--- config.mk ---
export PLATFORM = sky130hd
export DESIGN_NAME = seq_mul_div
export DESIGN_NICKNAME = d
export VERILOG_FILES = /design/src/rtl/seq_mul_div_pkg.sv /design/src/rtl/seq_mul_div_addsub.sv /design/src/rtl/seq_mul_div.sv
export SDC_FILE = /design/constraint.sdc
export NUM_CORES = 1
export LEC_CHECK = 0
export BUFFER_PORTS_ARGS = -buffer_cell sky130_fd_sc_hd__buf_4
export CAP_MARGIN = 10
export CORE_MARGIN = 2
export CORE_UTILIZATION = 36
export DETAILED_ROUTE_END_ITERATION = 10
export PLACE_DENSITY = 0.57
export SLEW_MARGIN = 20
export SYNTH_ARGS = -nofsm -noshare
export SYNTH_HDL_FRONTEND = slang
export SYNTH_SLANG_ARGS = --single-unit
--- constraint.sdc ---
create_clock -name clk -period 10.9 [get_ports clk]
set_input_delay 2.18 -clock clk [delete_from_list [all_inputs] [get_ports clk]]
set_output_delay 2.18 -clock clk [all_outputs]
set_load 0.1 [all_outputs]
--- src/rtl/seq_mul_div_pkg.sv ---
// -----------------------------------------------------------------------------
// seq_mul_div_pkg
// Shared definitions for the iterative multiply/divide unit and the pipeline
// hazard/stall logic that watches it.
//   MD_WIDTH       : default operand width
//   ST_IDLE/RUN/FIN: FSM state encoding (2 bits)
//   OP_MUL/OP_DIV  : operation select encoding
// -----------------------------------------------------------------------------
package seq_mul_div_pkg;

  localparam int MD_WIDTH = 32;

  localparam logic [1:0] ST_IDLE = 2'd0;
  localparam logic [1:0] ST_RUN  = 2'd1;
  localparam logic [1:0] ST_FIN  = 2'd2;

  localparam logic OP_MUL = 1'b0;
  localparam logic OP_DIV = 1'b1;

endpackage

--- src/rtl/seq_mul_div_addsub.sv ---
// -----------------------------------------------------------------------------
// seq_mul_div_addsub
// N-bit ripple add/sub block shared with the EX-stage ALU.
//   x, y : operands
//   sel  : 0 = x + y, 1 = x - y (computed as x + ~y + 1)
//   sum  : N-bit result
//   cout : carry out; for subtract, 1 means no borrow (x >= y)
// -----------------------------------------------------------------------------
module seq_mul_div_addsub #(
  parameter int N = 32
) (
  input  logic [N-1:0] x,
  input  logic [N-1:0] y,
  input  logic         sel,
  output logic [N-1:0] sum,
  output logic         cout
);

  logic [N-1:0] y_eff;

  // Conditional invert of y plus carry-in of sel gives two's complement subtract.
  always_comb begin
    y_eff = {N{1'b0}};
    if (sel) begin
      y_eff = ~y;
    end else begin
      y_eff = y;
    end
    {cout, sum} = {1'b0, x} + {1'b0, y_eff} + {{N{1'b0}}, sel};
  end

endmodule

--- src/rtl/seq_mul_div.sv ---
// -----------------------------------------------------------------------------
// seq_mul_div
// Iterative unsigned N x N multiply / N / N restoring divide for the EX stage.
// One pass through the shared add/sub block per cycle, N cycles per operation.
//   clk, rst_n  : clock, asynchronous active-low reset
//   start       : launch request, honoured only in IDLE
//   op          : 0 = multiply, 1 = divide
//   a, b        : multiplicand/dividend, multiplier/divisor
//   busy        : high while iterating (pipeline stalls on it)
//   done        : one-cycle pulse when hi/lo become valid
//   hi, lo      : mul -> product high/low; div -> remainder/quotient
//   div_by_zero : set with done for a divide by zero, cleared on next start
// -----------------------------------------------------------------------------
module seq_mul_div
  import seq_mul_div_pkg::*;
#(
  parameter int N = MD_WIDTH
) (
  input  logic         clk,
  input  logic         rst_n,
  input  logic         start,
  input  logic         op,
  input  logic [N-1:0] a,
  input  logic [N-1:0] b,
  output logic         busy,
  output logic         done,
  output logic [N-1:0] hi,
  output logic [N-1:0] lo,
  output logic         div_by_zero
);

  localparam int CNT_W = $clog2(N) + 1;
  localparam logic [CNT_W-1:0] LAST_ITER = CNT_W'(N - 1);

  logic [1:0]       state;
  logic [CNT_W-1:0] cnt;
  logic             op_q;
  logic [N-1:0]     b_q;
  // Working pair: acc/mq for multiply, rem/quo for divide.
  logic [N-1:0]     work_hi;
  logic [N-1:0]     work_lo;

  logic [N-1:0]     add_x;
  logic [N-1:0]     add_y;
  logic             add_sel;
  logic [N-1:0]     add_sum;
  logic             add_cout;

  logic [N-1:0]     div_t;
  logic             div_msb;
  logic [N-1:0]     hi_next;
  logic [N-1:0]     lo_next;

  seq_mul_div_addsub #(.N(N)) u_addsub (
    .x    (add_x),
    .y    (add_y),
    .sel  (add_sel),
    .sum  (add_sum),
    .cout (add_cout)
  );

  // Adder operand steering for the current iteration.
  always_comb begin
    div_t   = {work_hi[N-2:0], work_lo[N-1]};
    div_msb = work_hi[N-1];
    add_x   = {N{1'b0}};
    add_y   = {N{1'b0}};
    add_sel = 1'b0;
    if (op_q == OP_DIV) begin
      add_x   = div_t;
      add_y   = b_q;
      add_sel = 1'b1;
    end else begin
      add_x   = work_hi;
      add_sel = 1'b0;
      if (work_lo[0]) begin
        add_y = b_q;
      end else begin
        add_y = {N{1'b0}};
      end
    end
  end

  // Next working-register values after one iteration.
  always_comb begin
    hi_next = work_hi;
    lo_next = work_lo;
    if (op_q == OP_DIV) begin
      // The bit shifted out of rem (msb) makes t >= 2^N > b even if the
      // N-bit subtract reports a borrow, so it forces the restore to be skipped.
      if (div_msb || add_cout) begin
        hi_next = add_sum;
        lo_next = {work_lo[N-2:0], 1'b1};
      end else begin
        hi_next = div_t;
        lo_next = {work_lo[N-2:0], 1'b0};
      end
    end else begin
      {hi_next, lo_next} = {add_cout, add_sum, work_lo[N-1:1]};
    end
  end

  // Control FSM, working registers and registered outputs.
  always_ff @(posedge clk or negedge rst_n) begin
    if (!rst_n) begin
      state       <= ST_IDLE;
      cnt         <= {CNT_W{1'b0}};
      op_q        <= OP_MUL;
      b_q         <= {N{1'b0}};
      work_hi     <= {N{1'b0}};
      work_lo     <= {N{1'b0}};
      busy        <= 1'b0;
      done        <= 1'b0;
      hi          <= {N{1'b0}};
      lo          <= {N{1'b0}};
      div_by_zero <= 1'b0;
    end else begin
      case (state)
        ST_IDLE: begin
          done <= 1'b0;
          if (start) begin
            op_q        <= op;
            b_q         <= b;
            work_hi     <= {N{1'b0}};
            work_lo     <= a;
            cnt         <= {CNT_W{1'b0}};
            div_by_zero <= 1'b0;
            if ((op == OP_DIV) && (b == {N{1'b0}})) begin
              state       <= ST_FIN;
              busy        <= 1'b0;
              done        <= 1'b1;
              hi          <= a;
              lo          <= {N{1'b1}};
              div_by_zero <= 1'b1;
            end else begin
              state <= ST_RUN;
              busy  <= 1'b1;
            end
          end else begin
            state <= ST_IDLE;
            busy  <= 1'b0;
          end
        end
        ST_RUN: begin
          work_hi <= hi_next;
          work_lo <= lo_next;
          cnt     <= cnt + {{(CNT_W-1){1'b0}}, 1'b1};
          if (cnt == LAST_ITER) begin
            // Results go straight from the final iteration into hi/lo.
            state <= ST_FIN;
            busy  <= 1'b0;
            done  <= 1'b1;
            hi    <= hi_next;
            lo    <= lo_next;
          end else begin
            state <= ST_RUN;
            busy  <= 1'b1;
          end
        end
        ST_FIN: begin
          state <= ST_IDLE;
          busy  <= 1'b0;
          done  <= 1'b0;
        end
        default: begin
          state <= ST_IDLE;
          busy  <= 1'b0;
          done  <= 1'b0;
        end
      endcase
    end
  end

endmodule

# ---- After elaboration in Yosys (flattened, before gate mapping)
# Index checks and enable logic that the tools add are counted.
# Widths: inputs -> output; s select.
dict set report classes {
  addsub 3
  eq_ne 5
  muxes 35
  bitwise 1
  reduce_logical 8
}
# operator n
set ops {}
lappend ops {{$mux 32} 15}
lappend ops {{$pmux 32 s2} 4}
lappend ops {{$add 32x32->33} 1}
lappend ops {{$add 33x1->33} 1}
lappend ops {{$logic_not 32->1} 1}
lappend ops {{$not 32->32} 1}
lappend ops {{$pmux 6 s2} 1}
lappend ops {{$mux 1} 8}
lappend ops {{$add 6x1->6 const B} 1}
lappend ops {{$eq 6x5->1 const B} 1}
lappend ops {{$mux 2} 3}
lappend ops {{$mux 6} 1}
lappend ops {{$ne 2x2->1 const B} 3}
lappend ops {{$pmux 1 s2} 2}
lappend ops {{$pmux 2 s2} 1}
lappend ops {{$reduce_and 2->1} 2}
lappend ops {{$reduce_and 4->1} 1}
lappend ops {{$eq 2x1->1 const B} 1}
lappend ops {{$logic_not 2->1} 1}
lappend ops {{$reduce_bool 2->1} 1}
lappend ops {{$logic_and 1x1->1} 1}
lappend ops {{$logic_or 1x1->1} 1}
dict set report totals {
  regBits 172
  inputBits 68
  output_inout_bits 67
  word_cells 63
}

# ---- Depth between registers and ports, before layout
dict set report logic_depth {
  depth_word 11
  depth_mapped 18
  ltp_nobuf 13
}

# ---- Cells and area by module
# A second synthesis with hierarchy kept.
dict set report unflattened {
  hier_cells 1233
  area_unflattened_um2 10792.9
}
# module n_inst cells_each area_per_inst_um2 seq_area_each_um2
set by_module_without_submodules {}
lappend by_module_without_submodules {seq_mul_div 1 940 8629.5 4279.1}
lappend by_module_without_submodules {seq_mul_div_addsub 1 293 2163.3 0.0}

# ---- Least setup slack after synthesis
# Ideal clock, no wire load.
dict set report synth_path {
  path_kind {register -> register}
  startpoint {register op_q}
  endpoint {register hi[10]}
  setup_ns 0.132
  arrival_ns 4.357
  t_required_ns 10.768
  slack_ns 6.411
  path_stages_with_launch 17
  n_path_buf 5
  synth_period_minus_slack_ns 4.489
  path_cell_list {dfrtp_1 clkbuf_1 clkbuf_1 clkbuf_1 mux2_2 ha_1 a21o_1 o21bai_1 a41o_1 a2111oi_4 nor3_2 or3_1 clkbuf_1 buf_6 mux2_4 a211oi_2 o22ai_1}
}
dict set report synth_via {
  elab_chain_cells 10
  elab_cells_between_ends 12
  classes_between {add/sub (2); mux (8); bitwise (1); reduce/logical (1)}
}
# element line
set synth_lines {}
lappend synth_lines {{start: declaration} seq_mul_div.sv:37} ;# logic op_q;
lappend synth_lines {{start signal: assignment} seq_mul_div.sv:122} ;# op_q <= op;
lappend synth_lines {{$mux 32} seq_mul_div.sv:69} ;# if (op_q == OP_DIV) begin
lappend synth_lines {{$not 32->32} seq_mul_div_addsub.sv:25} ;# y_eff = ~y;
lappend synth_lines {{$mux 32} seq_mul_div_addsub.sv:24} ;# if (sel) begin
lappend synth_lines {{$add 32x32->33} seq_mul_div_addsub.sv:29} ;# {cout, sum} = {1'b0, x} + {1'b0, y_eff} + {{N{1'b0}}, sel};
lappend synth_lines {{$add 33x1->33} seq_mul_div_addsub.sv:29}
lappend synth_lines {{$logic_or 1x1->1} seq_mul_div.sv:91} ;# if (div_msb || add_cout) begin
lappend synth_lines {{$mux 32} seq_mul_div.sv:91}
lappend synth_lines {{$mux 32 *} seq_mul_div.sv:88} ;# if (op_q == OP_DIV) begin
lappend synth_lines {{$mux 32 *} seq_mul_div.sv:148} ;# if (cnt == LAST_ITER) begin
lappend synth_lines {{$pmux 32 s2 *} seq_mul_div.sv:118} ;# case (state)
lappend synth_lines {{end signal: assignment} seq_mul_div.sv:114} ;# hi <= {N{1'b0}};
lappend synth_lines {{end signal: assignment} seq_mul_div.sv:153} ;# hi <= hi_next;
lappend synth_lines {{end: declaration} seq_mul_div.sv:27} ;# output logic [N-1:0] hi,
# Mark *: on every way between the ends. The rest lies on a longest branch, timed or not. The select of a mux whose other input is x is not followed.
# A chain may end at the register's enable or synchronous reset.

# ---- Worst setup path after layout
# Ends and elaborated chain as after synthesis.

==> metrics.md <==
| Metric | Value |
|---|---|
| Library cells used by synthesis | `64` |
| Fin. Hold Viols | `0` |
| #FFs+latches synth | `171` |
| Detailed Route Iter0 Violations | `811` |
| Rel. slew slack | `46.1%` |
| Commonest non-fill, non-tap cells in the layout | `nand2_1 (221), dfrtp_1 (170), buf_4 (146), o21ai_0 (125), nor2_1 (97)` |
| Area grow syn2layout | `18.8%` |
| Total Die Area | `30200 sq um` |
| Cell Rows | `62` |
| DIE HEIGHT | `174 microns` |
| Number of global-route vias before repair | `8665` |
| Clock slew at reported path FFs | `70 ps` |
| Setup TNS | `0 ps` |
| Syn Area/Cell | `8.65 sq um` |
| Mapped cell area | `10400 sq um` |
| # nets final | `1387` |
| Fmax | `187 MHz` |
| Max_cap viols | `0` |
| # diodes | `0` |
| Final Setup Violations | `0` |
| Final RePlAce weighted congestion | `0.875` |
| CTS Buffer Depth | `2` |
| TritonCTS Sinks | `171` |
| Routed Antenna Nets | `0` |
| Worst setup SP type | `register` |
| Worst EP required | `11210 ps` |
| RSZ-0062 raised after global routing | `false` |
| Setup bufs post-CTS | `0` |
| Clock skew | `17.5 ps` |
| Top Ports | `135` |
| Synth warn | `0` |
| Ys flop type | `dfrtp_1` |
| Hold Crit Class | `register to register` |
| Data arrival time of the worst path | `5640 ps` |
| Hold buffers post-CTS | `0` |
| Share of layout cells above drive strength 1 | `21.0%` |
| Drt pass-1 iters | `5` |
| Syn_nets | `1301` |
| Clk Tree Root Cell | `clkbuf_16` |
| Pin count of the biggest net entering global routing | `79` |
| First-pass GRT wire length | `49400 microns` |
| Residual DRC | `0` |
| Initial antenna violation count | `0` |
| Total number of vias | `9242` |
| Worst slew pin tran | `808 ps` |
| WL/cell | `18.4 microns` |
| GRT overflow | `0` |
| Shortest period the worst path allows | `5330 ps` |
| Total Wirelength | `30900 microns` |
| Post-DP HPWL | `22400 microns` |
| CTS tree | `yes` |
| Crit path kind | `register to register` |
| Final period util | `48.9%` |
| Crit path max fanout | `73` |
| GRT Util Overall | `20.5%` |
| Starting density of the core | `36.4%` |
| Num CTS Buffers | `17` |
| Sequential fraction of the synthesis area | `41.2%` |
| Post-synth EDFFs | `0` |
| Post-synth ARST share | `100%` |
| Max-slew violation count | `0` |
| Status | `completed` |
| Post-CTS sizing | `0` |
| Mapped Cells | `1200` |
| Chip width | `174 microns` |
| Most common cell after layout, fill and taps aside | `nand2_1` |
| Worst skew pair latency | `440 ps` |
| Critical Path End Type | `register` |
| Core Region | `28500 sq um` |
| Vias/cell | `5.49` |
| H-tree Lvls | `4` |
| PortBufs | `134` |
-- flip-flops by register name, indices dropped and copies added, names as in the netlist --
register and count:
b_q 32, cnt 6, div_by_zero 1, done 1, hi 32, lo 32
op_q 1, state 2, work_hi 32, work_lo 32
-- path summary, 6_finish.rpt --
kind / cells after the start / to / slack (ps) / start
setup / recovery: 16 / hi[10] / 5570 / op_q
hold / removal: 1 / done / 480 / done
setup reg to reg: 16 / hi[10] / 5570 / op_q
hold reg to reg: 1 / done / 480 / done
max in group asynchronous: 2 / hi[15] / 7930 / rst_n
min in group asynchronous: 1 / b_q[8] / 1760 / rst_n
-- critical path, stage by stage (launching register included) --
cell,delay (ps)
dfrtp_4,890
buf_4,750
nor2b_2,70
buf_4,250
nand2_1,90
o21ai_0,150
fa_1,470
and3_1,210
o21ai_0,240
a21oi_1,210
a2111oi_4,400
nor3_2,140
or3_1,380
buf_4,260
mux2_4,350
a211oi_2,210
o22ai_1,100
-- layer usage --
metal	share of wire, %	routed length (microns)	track usage [%]	vias up
met1	51	15800	32.1	4454
met5	0	0	0	-
met3	5.6	1720	3.44	20
met2	42	13100	29.6	290
li1	-	-	-	4478
met4	0.97	299	3.92	0
-- metrics by stage --
step / setup slack (ps) / instances / utilization (%) / area (sq um) / hold slack (ps)
5_1_grt: 5070 / 1683 / 43.2 / 12300 / 520
3_5_place_dp: 5570 / 1651 / 41.0 / 11700 / 472
2_1_floorplan: 6410 / 1200 / - / 10400 / 462
3_3_place_gp: 5560 / 1651 / 41.0 / 11700 / 463
6_report: 5570 / 1683 / 43.2 / 12300 / 484
4_1_cts: 5590 / 1683 / 43.2 / 12300 / 490
-- synth_stat cells (all sizes together) (3+ instances only) --
| cell | instances | area share [%] |
|---|---|---|
| nor3 | 10 | 0.53 |
| dfrtp | 171 | 41 |
| nor4 | 8 | 0.48 |
| clkbuf | 74 | 2.7 |
| nand2b | 5 | 0.30 |
| ha | 32 | 3.9 |
| mux2 | 64 | 7.0 |
| and2 | 9 | 0.54 |
| o22ai | 19 | 1.1 |
| a21o | 22 | 1.6 |
| o21bai | 6 | 0.43 |
| a31oi | 46 | 2.8 |
| nor2b | 8 | 0.48 |
| o21a | 3 | 0.22 |
| and3 | 7 | 0.42 |
| a221o | 3 | 0.29 |
| mux2i | 34 | 3.3 |
| o211ai | 6 | 0.43 |
| buf | 6 | 0.34 |
| a31o | 16 | 1.4 |
| nand3 | 9 | 0.43 |
| o22a | 3 | 0.25 |
| o31ai | 10 | 0.72 |
| nor2 | 98 | 3.5 |
| nor3b | 3 | 0.22 |
| nand4 | 9 | 0.54 |
| inv | 16 | 0.58 |
| nand2 | 223 | 8.1 |
| a21oi | 81 | 3.9 |
| xnor2 | 16 | 1.4 |
| o21ai | 127 | 6.1 |
| nand3b | 3 | 0.22 |
| or3 | 5 | 0.30 |
| xor2 | 13 | 1.1 |
| a211oi | 6 | 0.48 |
| a211o | 3 | 0.25 |
-- logic make-up after synthesis --
family,share of synthesized area [%]
fa+ha+maj,4.05
mux,10.3
buf+inv,3.63
compound gates,22.0
xor+xnor,2.45
flops,41.2
simple gates,16.4
-- area by class of cell --
cell class / instances / area, sq um
clock buffer: 17 / 425
clock inverter: 15 / 210
fill: 2876 / 16200
inverter: 17 / 63.8
multi-input combinational: 932 / 5760
sequential: 171 / 4280
tap: 384 / 480
timing repair buffer: 147 / 1110
Power is left out: the tool's default activity adds up to more than one toggle a clock period on the data nets, which glitch-free logic cannot reach.
